[src/rtl/load_store_unit_pkg.sv]
// Shared definitions for the load/store unit: funct3 size/sign codes,
// FSM state encoding and fault cause encoding.
package lsu_pkg;

  // RISC-V funct3 encodings for loads and stores
  localparam logic [2:0] LSU_B  = 3'd0;
  localparam logic [2:0] LSU_H  = 3'd1;
  localparam logic [2:0] LSU_W  = 3'd2;
  localparam logic [2:0] LSU_D  = 3'd3;
  localparam logic [2:0] LSU_BU = 3'd4;
  localparam logic [2:0] LSU_HU = 3'd5;
  localparam logic [2:0] LSU_WU = 3'd6;

  typedef enum logic [1:0] {
    ST_IDLE = 2'd0,
    ST_WAIT = 2'd1,
    ST_DONE = 2'd2
  } lsu_state_e;

  typedef enum logic [1:0] {
    FAULT_NONE     = 2'd0,
    FAULT_MISALIGN = 2'd1,
    FAULT_ILLEGAL  = 2'd2,
    FAULT_TIMEOUT  = 2'd3
  } lsu_fault_e;

endpackage

[src/rtl/load_store_unit_if.sv]
// Data-memory bus between the load/store unit (master) and memory (slave).
interface load_store_unit_if #(
  parameter int XLEN   = 32,
  parameter int ADDR_W = 32
);
  localparam int NB = XLEN / 8;

  logic              req;
  logic              we;
  logic [ADDR_W-1:0] addr;
  logic [XLEN-1:0]   wdata;
  logic [NB-1:0]     be;
  logic              ack;
  logic [XLEN-1:0]   rdata;

  modport master (output req, we, addr, wdata, be, input ack, rdata);
  modport slave  (input req, we, addr, wdata, be, output ack, rdata);
endinterface

[src/rtl/lsu_align.sv]
// Combinational lane logic: funct3 legality, alignment check, store lane
// replication with byte enables, and load lane extraction with extension.
module lsu_align
  import lsu_pkg::*;
#(
  parameter  int XLEN = 32,
  localparam int NB   = XLEN / 8,
  localparam int OW   = $clog2(NB)
) (
  input  logic            i_we,
  input  logic [2:0]      i_funct3,
  input  logic [OW-1:0]   i_off,
  input  logic [XLEN-1:0] i_wdata,
  input  logic [2:0]      i_ld_funct3,
  input  logic [OW-1:0]   i_ld_off,
  input  logic [XLEN-1:0] i_rdata,
  output logic            o_legal,
  output logic            o_aligned,
  output logic [XLEN-1:0] o_wdata,
  output logic [NB-1:0]   o_be,
  output logic [XLEN-1:0] o_rdata
);

  logic [2:0]      w_off3;
  logic [XLEN-1:0] w_rep;
  logic [NB-1:0]   w_mask;
  logic [XLEN-1:0] w_shift;

  // Offset widened to 3 bits so the double-word check works for any XLEN
  assign w_off3 = 3'(i_off);

  // Legal size/sign codes differ between loads and stores and with XLEN
  always_comb begin
    o_legal = 1'b0;
    if (i_we) begin
      case (i_funct3)
        LSU_B, LSU_H, LSU_W: o_legal = 1'b1;
        LSU_D:               o_legal = (XLEN == 64);
        default:             o_legal = 1'b0;
      endcase
    end else begin
      case (i_funct3)
        LSU_B, LSU_H, LSU_W, LSU_BU, LSU_HU: o_legal = 1'b1;
        LSU_D, LSU_WU:                      o_legal = (XLEN == 64);
        default:                            o_legal = 1'b0;
      endcase
    end
  end

  // Natural alignment: the low log2(size) address bits must be zero
  always_comb begin
    o_aligned = 1'b1;
    case (i_funct3[1:0])
      2'd0:    o_aligned = 1'b1;
      2'd1:    o_aligned = (w_off3[0] == 1'b0);
      2'd2:    o_aligned = (w_off3[1:0] == 2'b00);
      default: o_aligned = (w_off3 == 3'b000);
    endcase
  end

  // Replicate the right-aligned store datum across all lanes; the byte
  // enables then pick the lane(s) that actually get written
  always_comb begin
    w_rep  = i_wdata;
    w_mask = '1;
    case (i_funct3[1:0])
      2'd0: begin
        w_rep  = {NB{i_wdata[7:0]}};
        w_mask = NB'(1);
      end
      2'd1: begin
        w_rep  = {(NB/2){i_wdata[15:0]}};
        w_mask = NB'(3);
      end
      2'd2: begin
        w_rep  = {(NB/4){i_wdata[31:0]}};
        w_mask = NB'(15);
      end
      default: ;
    endcase
  end

  assign o_wdata = w_rep;
  assign o_be    = i_we ? NB'(w_mask << i_off) : '1;

  // Loads read the whole word; shift the addressed lane down to bit 0
  assign w_shift = i_rdata >> {i_ld_off, 3'b000};

  // Truncate to the access size, then sign- or zero-extend
  always_comb begin
    o_rdata = w_shift;
    case (i_ld_funct3)
      LSU_B:   o_rdata = XLEN'($signed(w_shift[7:0]));
      LSU_H:   o_rdata = XLEN'($signed(w_shift[15:0]));
      LSU_W:   o_rdata = XLEN'($signed(w_shift[31:0]));
      LSU_BU:  o_rdata = XLEN'(w_shift[7:0]);
      LSU_HU:  o_rdata = XLEN'(w_shift[15:0]);
      LSU_WU:  o_rdata = XLEN'(w_shift[31:0]);
      default: o_rdata = w_shift;
    endcase
  end

endmodule

[src/rtl/load_store_unit.sv]
// Load/store unit: accepts one access at a time from the pipeline, drives a
// req/ack memory handshake with a timeout, and returns formatted load data
// plus a fault cause with a one-cycle done pulse.
module load_store_unit
  import lsu_pkg::*;
#(
  parameter  int XLEN    = 32,
  parameter  int ADDR_W  = 32,
  parameter  int TIMEOUT = 255,
  localparam int NB      = XLEN / 8,
  localparam int OW      = $clog2(NB)
) (
  input  logic                i_clk,
  input  logic                i_rst_n,
  input  logic                i_req,
  input  logic                i_we,
  input  logic [2:0]          i_funct3,
  input  logic [ADDR_W-1:0]   i_addr,
  input  logic [XLEN-1:0]     i_wdata,
  output logic                o_busy,
  output logic                o_done,
  output logic [XLEN-1:0]     o_rdata,
  output logic [1:0]          o_fault,
  load_store_unit_if.master   mem
);

  localparam int CW = (TIMEOUT < 2) ? 1 : $clog2(TIMEOUT + 1);

  lsu_state_e        r_state;
  logic              r_busy;
  logic              r_done;
  logic [XLEN-1:0]   r_rdata;
  lsu_fault_e        r_fault;
  logic              r_mem_req;
  logic              r_mem_we;
  logic [ADDR_W-1:0] r_mem_addr;
  logic [XLEN-1:0]   r_mem_wdata;
  logic [NB-1:0]     r_mem_be;
  logic [OW-1:0]     r_off;
  logic [2:0]        r_f3;
  logic [CW-1:0]     r_cnt;

  logic              w_legal;
  logic              w_aligned;
  logic [XLEN-1:0]   w_wdata;
  logic [NB-1:0]     w_be;
  logic [XLEN-1:0]   w_ld_data;

  // Store formatting uses the live request; load extraction uses the
  // offset/funct3 latched when the access was accepted
  lsu_align #(.XLEN(XLEN)) u_align (
    .i_we        (i_we),
    .i_funct3    (i_funct3),
    .i_off       (i_addr[OW-1:0]),
    .i_wdata     (i_wdata),
    .i_ld_funct3 (r_f3),
    .i_ld_off    (r_off),
    .i_rdata     (mem.rdata),
    .o_legal     (w_legal),
    .o_aligned   (w_aligned),
    .o_wdata     (w_wdata),
    .o_be        (w_be),
    .o_rdata     (w_ld_data)
  );

  // Access FSM with timeout counter; every output comes straight from a flop
  always_ff @(posedge i_clk or negedge i_rst_n) begin
    if (!i_rst_n) begin
      r_state     <= ST_IDLE;
      r_busy      <= 1'b0;
      r_done      <= 1'b0;
      r_rdata     <= '0;
      r_fault     <= FAULT_NONE;
      r_mem_req   <= 1'b0;
      r_mem_we    <= 1'b0;
      r_mem_addr  <= '0;
      r_mem_wdata <= '0;
      r_mem_be    <= '0;
      r_off       <= '0;
      r_f3        <= '0;
      r_cnt       <= '0;
    end else begin
      r_done <= 1'b0;
      case (r_state)
        ST_IDLE: begin
          if (i_req) begin
            r_busy <= 1'b1;
            if (!w_legal || !w_aligned) begin
              // Faulting request completes without touching memory
              r_fault <= w_legal ? FAULT_MISALIGN : FAULT_ILLEGAL;
              r_rdata <= '0;
              r_done  <= 1'b1;
              r_state <= ST_DONE;
            end else begin
              r_mem_req   <= 1'b1;
              r_mem_we    <= i_we;
              r_mem_addr  <= {i_addr[ADDR_W-1:OW], {OW{1'b0}}};
              r_mem_wdata <= w_wdata;
              r_mem_be    <= w_be;
              r_off       <= i_addr[OW-1:0];
              r_f3        <= i_funct3;
              r_cnt       <= '0;
              r_state     <= ST_WAIT;
            end
          end
        end
        ST_WAIT: begin
          if (mem.ack) begin
            // Ack takes priority over a timeout expiring in the same cycle
            r_mem_req <= 1'b0;
            r_rdata   <= r_mem_we ? '0 : w_ld_data;
            r_fault   <= FAULT_NONE;
            r_done    <= 1'b1;
            r_state   <= ST_DONE;
          end else if (TIMEOUT != 0 && r_cnt == CW'(TIMEOUT - 1)) begin
            r_mem_req <= 1'b0;
            r_rdata   <= '0;
            r_fault   <= FAULT_TIMEOUT;
            r_done    <= 1'b1;
            r_state   <= ST_DONE;
          end else if (TIMEOUT != 0) begin
            r_cnt <= r_cnt + CW'(1);
          end
        end
        ST_DONE: begin
          r_busy  <= 1'b0;
          r_state <= ST_IDLE;
        end
        default: begin
          r_busy    <= 1'b0;
          r_mem_req <= 1'b0;
          r_state   <= ST_IDLE;
        end
      endcase
    end
  end

  assign o_busy    = r_busy;
  assign o_done    = r_done;
  assign o_rdata   = r_rdata;
  assign o_fault   = r_fault;
  assign mem.req   = r_mem_req;
  assign mem.we    = r_mem_we;
  assign mem.addr  = r_mem_addr;
  assign mem.wdata = r_mem_wdata;
  assign mem.be    = r_mem_be;

endmodule

[src/flat_wrapper.sv]
// flat-port wrapper written by rule: the top's interface ports become plain ports
module load_store_unit_flat import lsu_pkg::*;
#(
  parameter  int XLEN    = 32,
  parameter  int ADDR_W  = 32,
  parameter  int TIMEOUT = 255,
  localparam int NB      = XLEN / 8,
  localparam int OW      = $clog2(NB)
)
  (i_clk, i_rst_n, i_req, i_we, i_funct3, i_addr, i_wdata, o_busy, o_done, o_rdata, o_fault, mem_req, mem_we, mem_addr, mem_wdata, mem_be, mem_ack, mem_rdata);
  load_store_unit_if #(.XLEN(XLEN), .ADDR_W(ADDR_W)) mem_i ();
  input  logic i_clk;
  input  logic i_rst_n;
  input  logic i_req;
  input  logic i_we;
  input  logic [2:0] i_funct3;
  input  logic [ADDR_W-1:0] i_addr;
  input  logic [XLEN-1:0] i_wdata;
  output logic o_busy;
  output logic o_done;
  output logic [XLEN-1:0] o_rdata;
  output logic [1:0] o_fault;
  output wire logic [$bits(mem_i.req)-1:0] mem_req;
  output wire logic [$bits(mem_i.we)-1:0] mem_we;
  output wire logic [$bits(mem_i.addr)-1:0] mem_addr;
  output wire logic [$bits(mem_i.wdata)-1:0] mem_wdata;
  output wire logic [$bits(mem_i.be)-1:0] mem_be;
  input wire logic [$bits(mem_i.ack)-1:0] mem_ack;
  input wire logic [$bits(mem_i.rdata)-1:0] mem_rdata;
  assign mem_req = mem_i.req;
  assign mem_we = mem_i.we;
  assign mem_addr = mem_i.addr;
  assign mem_wdata = mem_i.wdata;
  assign mem_be = mem_i.be;
  assign mem_i.ack = mem_ack;
  assign mem_i.rdata = mem_rdata;
  load_store_unit #(.XLEN(XLEN), .ADDR_W(ADDR_W), .TIMEOUT(TIMEOUT)) u_core (.i_clk(i_clk), .i_rst_n(i_rst_n), .i_req(i_req), .i_we(i_we), .i_funct3(i_funct3), .i_addr(i_addr), .i_wdata(i_wdata), .o_busy(o_busy), .o_done(o_done), .o_rdata(o_rdata), .o_fault(o_fault), .mem(mem_i));
endmodule
[config.mk]
export PLATFORM = sky130hd
export DESIGN_NAME = load_store_unit_flat
export DESIGN_NICKNAME = d
export VERILOG_FILES = /design/src/rtl/load_store_unit_pkg.sv /design/src/rtl/load_store_unit_if.sv /design/src/rtl/lsu_align.sv /design/src/rtl/load_store_unit.sv /design/src/flat_wrapper.sv
export SDC_FILE = /design/constraint.sdc
export NUM_CORES = 1
export LEC_CHECK = 0
export BUFFER_PORTS_ARGS = -buffer_cell sky130_fd_sc_hd__buf_2
export CAP_MARGIN = 5
export CELL_PAD_IN_SITES_DETAIL_PLACEMENT = 0
export CELL_PAD_IN_SITES_GLOBAL_PLACEMENT = 2
export CORE_ASPECT_RATIO = 0.6
export CORE_MARGIN = 2
export CORE_UTILIZATION = 34
export CTS_BUF_LIST = sky130_fd_sc_hd__clkbuf_8
export CTS_CLUSTER_DIAMETER = 150
export DETAILED_ROUTE_END_ITERATION = 10
export PLACE_DENSITY = 0.9
export SYNTH_ARGS = -nofsm -noshare
export SYNTH_HDL_FRONTEND = slang
export SYNTH_SLANG_ARGS = --single-unit
[constraint.sdc]
create_clock -name i_clk -period 3.2 [get_ports i_clk]
set_clock_uncertainty 0.1 [all_clocks]
set_input_delay 0.16 -clock i_clk [delete_from_list [all_inputs] [get_ports i_clk]]
set_output_delay 0.16 -clock i_clk [all_outputs]
set_load 0.05 [all_outputs]
==> results.md, run 1 <==
* Fill count at 1447
* Post-place setup slack at 0.868 ns
* VDD IR-drop max at 549 uV
* CP Launch Type: register
* Layout cells sized above 1 at 0.341
* Most frequent cells in the layout: buf_2, dfrtp_1, dlygate4sd3_1, mux2i_1, mux2_1
* CTS Buf Count at 17
* HP Class: in2reg
* Via density at 4.97
* Async SR Flop Fraction at 1.00
* CP Max Fanout at 16
* Mapped Area at 5620 um^2
* Routed wire per std cell at 17.5 um
* WS Path Type: reg2reg
* Crit path from: u_core.r_state[1]
* Post_cts resized at 0
* DR DRC count at 0
* Ant diodes at 0
* Port Buf Inserts at 207
* Post-synth cell types at 53
* Full die area at 17600 um^2
* Period utilization at 0.744
* Die Y-Extent at 104 um
* Final ANT Viol Nets at 0
* CORE AREA at 16200 um^2
* Synth warn at 0
* Post-Synthesis Cells at 471
* CTS Sinks at 119
* Skew-Pair Late Insertion Delay at 0.43 ns
* CP required at 3.47 ns
* Clock tree buffer depth at 2
* Final slew viol count at 0
* Vias in the first global route at 5048
* Routed via count at 4875
* Area Overhead vs Synth at 43.2%
* Iter 0 DRT Violations at 354
* # hold bufs at CTS at 83
* Post-route setup slack at 0.818 ns
* DRT Pass-1 Iters at 5
* Largest net degree at the start of global routing at 91
* Routed WL at 17200 um
* Total grt overflow at 0
* Syn_area_per_cell at 11.9 um^2
* Hold Vio Cnt, Final at 0
* Outcome: finished clean
* Worst Max-Slew Pin Slew at 0.914 ns
* Leak Pwr at 4.05 nW
* H-tree depth at 4
* Postcts setup bufs at 0
* # setup viols final at 0
* DRT met1 WL at 8220 um
* Slew Limit Headroom at 0.388
* RSZ-0062 raised after global routing: false
* Total GRT Usage at 0.199
* Clock transition at path regs at 0.08 ns
* R2R Path Start: u_core.r_state[1]
* Setup_tns at 0 ns
* Power Dens Cells at 834 nW/um^2
* TritonCTS clock tree: built
* Critical-path top delay cell: a211oi_4
* Max Used Layer: met4
* Area taken by multi-input logic gates at 2430 um^2
* Crit-path cells: and4bb_1 -> o211ai_1 -> a211oi_4 -> a221o_1
* Die Width at 170 um
* Met2 routed WL at 7570 um
* Row count at 36
* Most common cell after layout, fill and taps aside: buf_2
* Final hold slack at 0.0254 ns
* DP Wirelength at 11600 um
* Critical path endpoint category: register
* Initial Utilization at 0.347
* # IOs at 210
* Nets at 865
* Tmin final at 2.38 ns
* Antenna violations before repair at 0
* Hold_sp: mem_rdata[11]
* Primary FF master, synth: dfrtp_1
* Wire length on met3 at 1150 um
* Number of flops mapped to enable cells by yosys at 0
* Max incr delay on CP at 0.72 ns
* Post-synthesis sequential area ratio at 0.529
* CP Data Arrival Time at 2.65 ns
* Storage cell area at 2980 um^2
* CTS root buffer: clkbuf_8
* Max_cap viols at 0
* First-pass GRT wire length at 27400 um
* Max Freq at 420 MHz
* FF+latch count, synth at 119
* GP Congestion at 0.838
cell families after synthesis:
| family | share of synthesized area |
|---|---|
| compound gates | 0.139 |
| xor+xnor | 0.00935 |
| flops | 0.529 |
| simple gates | 0.0877 |
| other cells | 0.000667 |
| fa+ha+maj | 0.00445 |
| mux | 0.190 |
| buf+inv | 0.0389 |
power by group:
part | leakage, nW | switching, mW | internal (mW)
clock network | 0.197 | 0.691 | 0.718
registers | 1.50 | 0.299 | 1.95
logic | 2.35 | 2.23 | 0.838
layer usage:
layer | global-route usage | vias up
li1 | - | 2289
met1 | 0.286 | 2368
met2 | 0.294 | 196
met3 | 0.0543 | 22
met4 | 0.0574 | 0
met5 | 0 | -
sequential cells by signal, indices dropped and copies added, names as in the netlist:
signal	cells
u_core.mem.wdata	32
u_core.o_rdata	32
u_core.mem.we	1
u_core.r_cnt	8
u_core.o_done	1
u_core.mem.addr	30
u_core.r_off	2
u_core.mem.be	4
u_core.mem.req	1
u_core.r_f3	3
u_core.o_fault	2
u_core.r_state	2
u_core.o_busy	1
critical path: cells and delay by family, from the launching register on:
family	cells	cell delay, ns
flops	1	0.45
compound gates	3	1.17
simple gates	1	0.58
worst paths after layout:
path	cells past startpoint	slack, ns	end
setup / recovery	4	0.82	u_core.o_rdata[24]
hold / removal	4	0.03	u_core.o_rdata[3]
setup reg to reg	4	0.82	u_core.o_rdata[24]
hold reg to reg	2	0.38	u_core.mem.wdata[13]
max in group asynchronous	3	1.91	u_core.mem.addr[25]
min in group asynchronous	2	0.26	u_core.mem.be[0]
area by class of cell:
cell class	instances	area share
clock inverter	14	0.0189
multi-input combinational	315	0.302
timing repair buffer	298	0.243
inverter	8	0.00373
tap	209	0.0325
clock buffer	18	0.0308
sequential	119	0.370
synth_stat cells, drive strengths merged (4+ instances only):
| cell type | n | area [um^2] |
|---|---|---|
| dfrtp | 119 | 2980 |
| mux2 | 50 | 567 |
| mux2i | 48 | 480 |
| nand2 | 45 | 169 |
| o21ai | 34 | 181 |
| nor2 | 26 | 103 |
| buf | 21 | 155 |
| a21oi | 19 | 95.1 |
| o2bb2ai | 14 | 123 |
| a221o | 9 | 90.1 |
| clkbuf | 9 | 33.8 |
| inv | 8 | 30.0 |
| a211o | 7 | 61.3 |
| a32o | 7 | 70.1 |
| nand3 | 5 | 30.0 |
| nor4 | 4 | 40.0 |
| o211ai | 4 | 30.0 |
metrics by stage:
stage	std cells	area [um^2]	util	total power, mW
finish	981	8060	0.497	6.72
detailed placement	866	6820	0.421	5.25
floorplan	472	5630	-	4.47
global placement	866	6820	0.421	5.20
global route	981	8060	0.497	7.06
CTS	981	8060	0.497	6.76
Power figures use the tool's default switching activity.
==> run 2: changes to the inputs <==
--- a/config.mk
+++ b/config.mk
@@ -5,17 +5,18 @@
 export SDC_FILE = /design/constraint.sdc
 export NUM_CORES = 1
 export LEC_CHECK = 0
+export ABC_AREA = 1
 export BUFFER_PORTS_ARGS = -buffer_cell sky130_fd_sc_hd__buf_2
 export CAP_MARGIN = 5
 export CELL_PAD_IN_SITES_DETAIL_PLACEMENT = 0
 export CELL_PAD_IN_SITES_GLOBAL_PLACEMENT = 2
 export CORE_ASPECT_RATIO = 0.6
 export CORE_MARGIN = 2
-export CORE_UTILIZATION = 34
+export CORE_UTILIZATION = 28
 export CTS_BUF_LIST = sky130_fd_sc_hd__clkbuf_8
 export CTS_CLUSTER_DIAMETER = 150
 export DETAILED_ROUTE_END_ITERATION = 10
-export PLACE_DENSITY = 0.9
+export PLACE_DENSITY = 0.85
 export SYNTH_ARGS = -nofsm -noshare
 export SYNTH_HDL_FRONTEND = slang
 export SYNTH_SLANG_ARGS = --single-unit
==> constraint.sdc (replaced) <==
create_clock -name i_clk -period 2.45 [get_ports i_clk]
set_clock_uncertainty 0.1 [all_clocks]
set_input_delay 0.1225 -clock i_clk [delete_from_list [all_inputs] [get_ports i_clk]]
set_output_delay 0.1225 -clock i_clk [all_outputs]
set_load 0.05 [all_outputs]
==> run 2 against run 1 <==
Net effect: register-to-register slack got worse by 0.26 ns; utilization fell by 8.5 points; sequential share of layout area fell by 1.3 points.
==> results.md, run 2 <==
* Outcome: finished clean
* CTS Buf Count at 17 (unchanged)
* Crit path from: i_funct3[0]
* Async SR Flop Fraction at 1.00 (unchanged)
* Number of flops mapped to enable cells by yosys at 0 (unchanged)
* Setup_tns at 0 ns (unchanged)
* Full die area at 22200 um^2 (+26%)
* Critical path endpoint category: register
* GP Congestion at 0.834 (-0.50%)
* FF+latch count, synth at 119 (unchanged)
* VDD IR-drop max at 525 uV (-4.5%)
* Routed WL at 20200 um (+18%)
* First-pass GRT wire length at 31400 um (+15%)
* Yosys top cell by area: dfrtp_1
* Post-route setup slack at 0.362 ns (-0.456 ns)
* Nets at 1141 (+32%)
* Routed wire per std cell at 15.3 um (-13%)
* Area Overhead vs Synth at 42.4%
* TritonCTS clock tree: built
* Clock tree buffer depth at 2 (unchanged)
* Initial Utilization at 0.289 (-0.0575)
* Max_cap viols at 0 (unchanged)
* Placed cell count at 1202 (+39%)
* CTS Sinks at 119 (unchanged)
* Clock transition at path regs at 0.07 ns (about the same)
* CP Max Fanout at 14 (-2)
* Via density at 4.52 (-9.0%)
* DRT Pass-1 Iters at 5 (unchanged)
* Max Freq at 479 MHz
* Count leader, synth: nand2_1
* Period utilization at 0.852
* CP required at 2.71 ns (-0.76 ns)
* DP Wirelength at 14200 um (+23%)
* Ant diodes at 0 (unchanged)
* Die Width at 191 um (+12%)
* Iter 0 DRT Violations at 382 (+7.9%)
* Post-place setup slack at 0.601 ns (-0.266 ns)
* Routed via count at 5975 (+23%)
* Final ANT Viol Nets at 0 (unchanged)
* Leak Pwr at 4.55 nW (+12%)
* Post-synthesis sequential area ratio at 0.508 (-0.0217)
* Vias in the first global route at 5690 (+13%)
* Primary FF master, synth: dfrtp_1
* Hold_sp: i_funct3[1]
* Synth area leaders: dfrtp_1, nand2_1, nand3_1, o21ai_0, buf_2
* HP Class: in2reg
* CTS root buffer: clkbuf_8
* CP Launch Type: input pin
* Most frequent cells in the layout: nand2_1, buf_2, dfrtp_1, nand3_1, dlygate4sd3_1
* WS Path Type: in2reg
* RSZ-0062 raised after global routing: false
* Total GRT Usage at 0.185 (-0.0138)
* Post-synth cell types at 29 (-45%)
* Hold Vio Cnt, Final at 0 (unchanged)
* Skew-Pair Late Insertion Delay at 0.44 ns (about the same)
* Port Buf Inserts at 207 (unchanged)
* Layout cells sized above 1 at 0.256 (-0.0849)
* Row count at 40 (+11%)
* Power Dens Cells at 1070 nW/um^2 (+28%)
* Total grt overflow at 0 (unchanged)
* CP Data Arrival Time at 2.34 ns (-0.31 ns)
* Mapped Area at 5860 um^2 (+4.3%)
* Top cells by count, synth: nand2_1, dfrtp_1, nand3_1
* DR DRC count at 0 (unchanged)
* Worst Max-Slew Pin Slew at 0.582 ns (-0.332 ns)
* Post-Synthesis Cells at 754 (+60%)
* Tmin final at 2.09 ns
* Yosys top cell area share at 0.508 (-0.0217)
* # IOs at 210 (unchanged)
* Most common cell after layout, fill and taps aside: nand2_1
* Synth warn at 0 (unchanged)
* Syn_area_per_cell at 7.78 um^2 (-35%)
* Antenna violations before repair at 0 (unchanged)
* Die Y-Extent at 116 um (+12%)
* H-tree depth at 4 (unchanged)
* Final slew viol count at 0 (unchanged)
* # setup viols final at 0 (unchanged)
* Final Non-Filler Cells at 1321 (+35%)
* R2R Path Start: u_core.r_off[0]
* CORE AREA at 20300 um^2 (+25%)
* Slew Limit Headroom at 0.612 (+0.224)
* Largest net degree at the start of global routing at 87 (-4.4%)
## run 2: what timing repair did
item,4_1_cts,5_1_grt
endpoints found under the setup margin,0,0
endpoints found under the hold margin,122,0
buffers inserted,0,0
gates resized for setup,0,0
hold buffers,87,0
## run 2: power breakdown
part           internal, mW  switching (mW)
logic                  1.10            3.27
registers              2.53           0.366
clock network         0.813           0.846
## run 2: layout make-up
cell class | count | area, um^2
Clock buffer | 18 | 248
Clock inverter | 14 | 113
Fill cell | 2138 | 11900
Inverter | 27 | 104
Multi-Input combinational cell | 562 | 2490
Sequential cell | 119 | 2980
Tap cell | 273 | 342
Timing Repair Buffer | 308 | 2080
## run 2: critical path: stages
cell and delay [ns]:
dlygate4sd3_1 0.54, buf_2 0.23, nor2_1 0.48, nand2_1 0.12
nand2_1 0.12, a21oi_1 0.04, dlygate4sd3_1 0.55, o21ai_0 0.13
## run 2: cell families (layout without fill, tap and decap cells)
logic type / Yosys count / count (layout) / share of synthesized area
xor+xnor: 3 / 3 / 0.00448
compound gates: 87 / 87 / 0.0781
flops: 119 / 119 / 0.508
other cells: 1 / 2 / 0.000639
fa+ha+maj: 2 / 2 / 0.00427
simple gates: 468 / 468 / 0.335
buf+inv: 74 / 367 / 0.0696
## run 2: worst paths after layout
kind                                        end  slack (ns)  cells after the start
hold / removal                   u_core.r_f3[1]        0.04                      3
hold reg to reg                  u_core.mem.req        0.37                      2
max in group asynchronous   u_core.mem.wdata[2]        1.49                      3
min in group asynchronous    u_core.o_rdata[24]        0.10                      2
setup reg to reg              u_core.o_rdata[6]        0.56                      6
setup / recovery           u_core.mem.wdata[30]        0.36                      8
## run 2: routing by layer
metal / routed length [um] / global-route usage
met5: 0 / 0
met4: 230 / 0.0532
met3: 1500 / 0.0523
met2: 8010 / 0.250
met1: 10500 / 0.284
## run 2: through the flow
stage | area [um^2] | hold slack, ns | power (mW) | utilization
2_1_floorplan | 5870 | -0.273 | 6.01 | -
3_3_place_gp | 7120 | 0.0575 | 7.15 | 0.351
3_5_place_dp | 7120 | 0.0617 | 7.14 | 0.351
4_1_cts | 8350 | 0.00767 | 9.02 | 0.412
5_1_grt | 8350 | 0.0588 | 9.50 | 0.412
6_report | 8350 | 0.0438 | 8.93 | 0.412
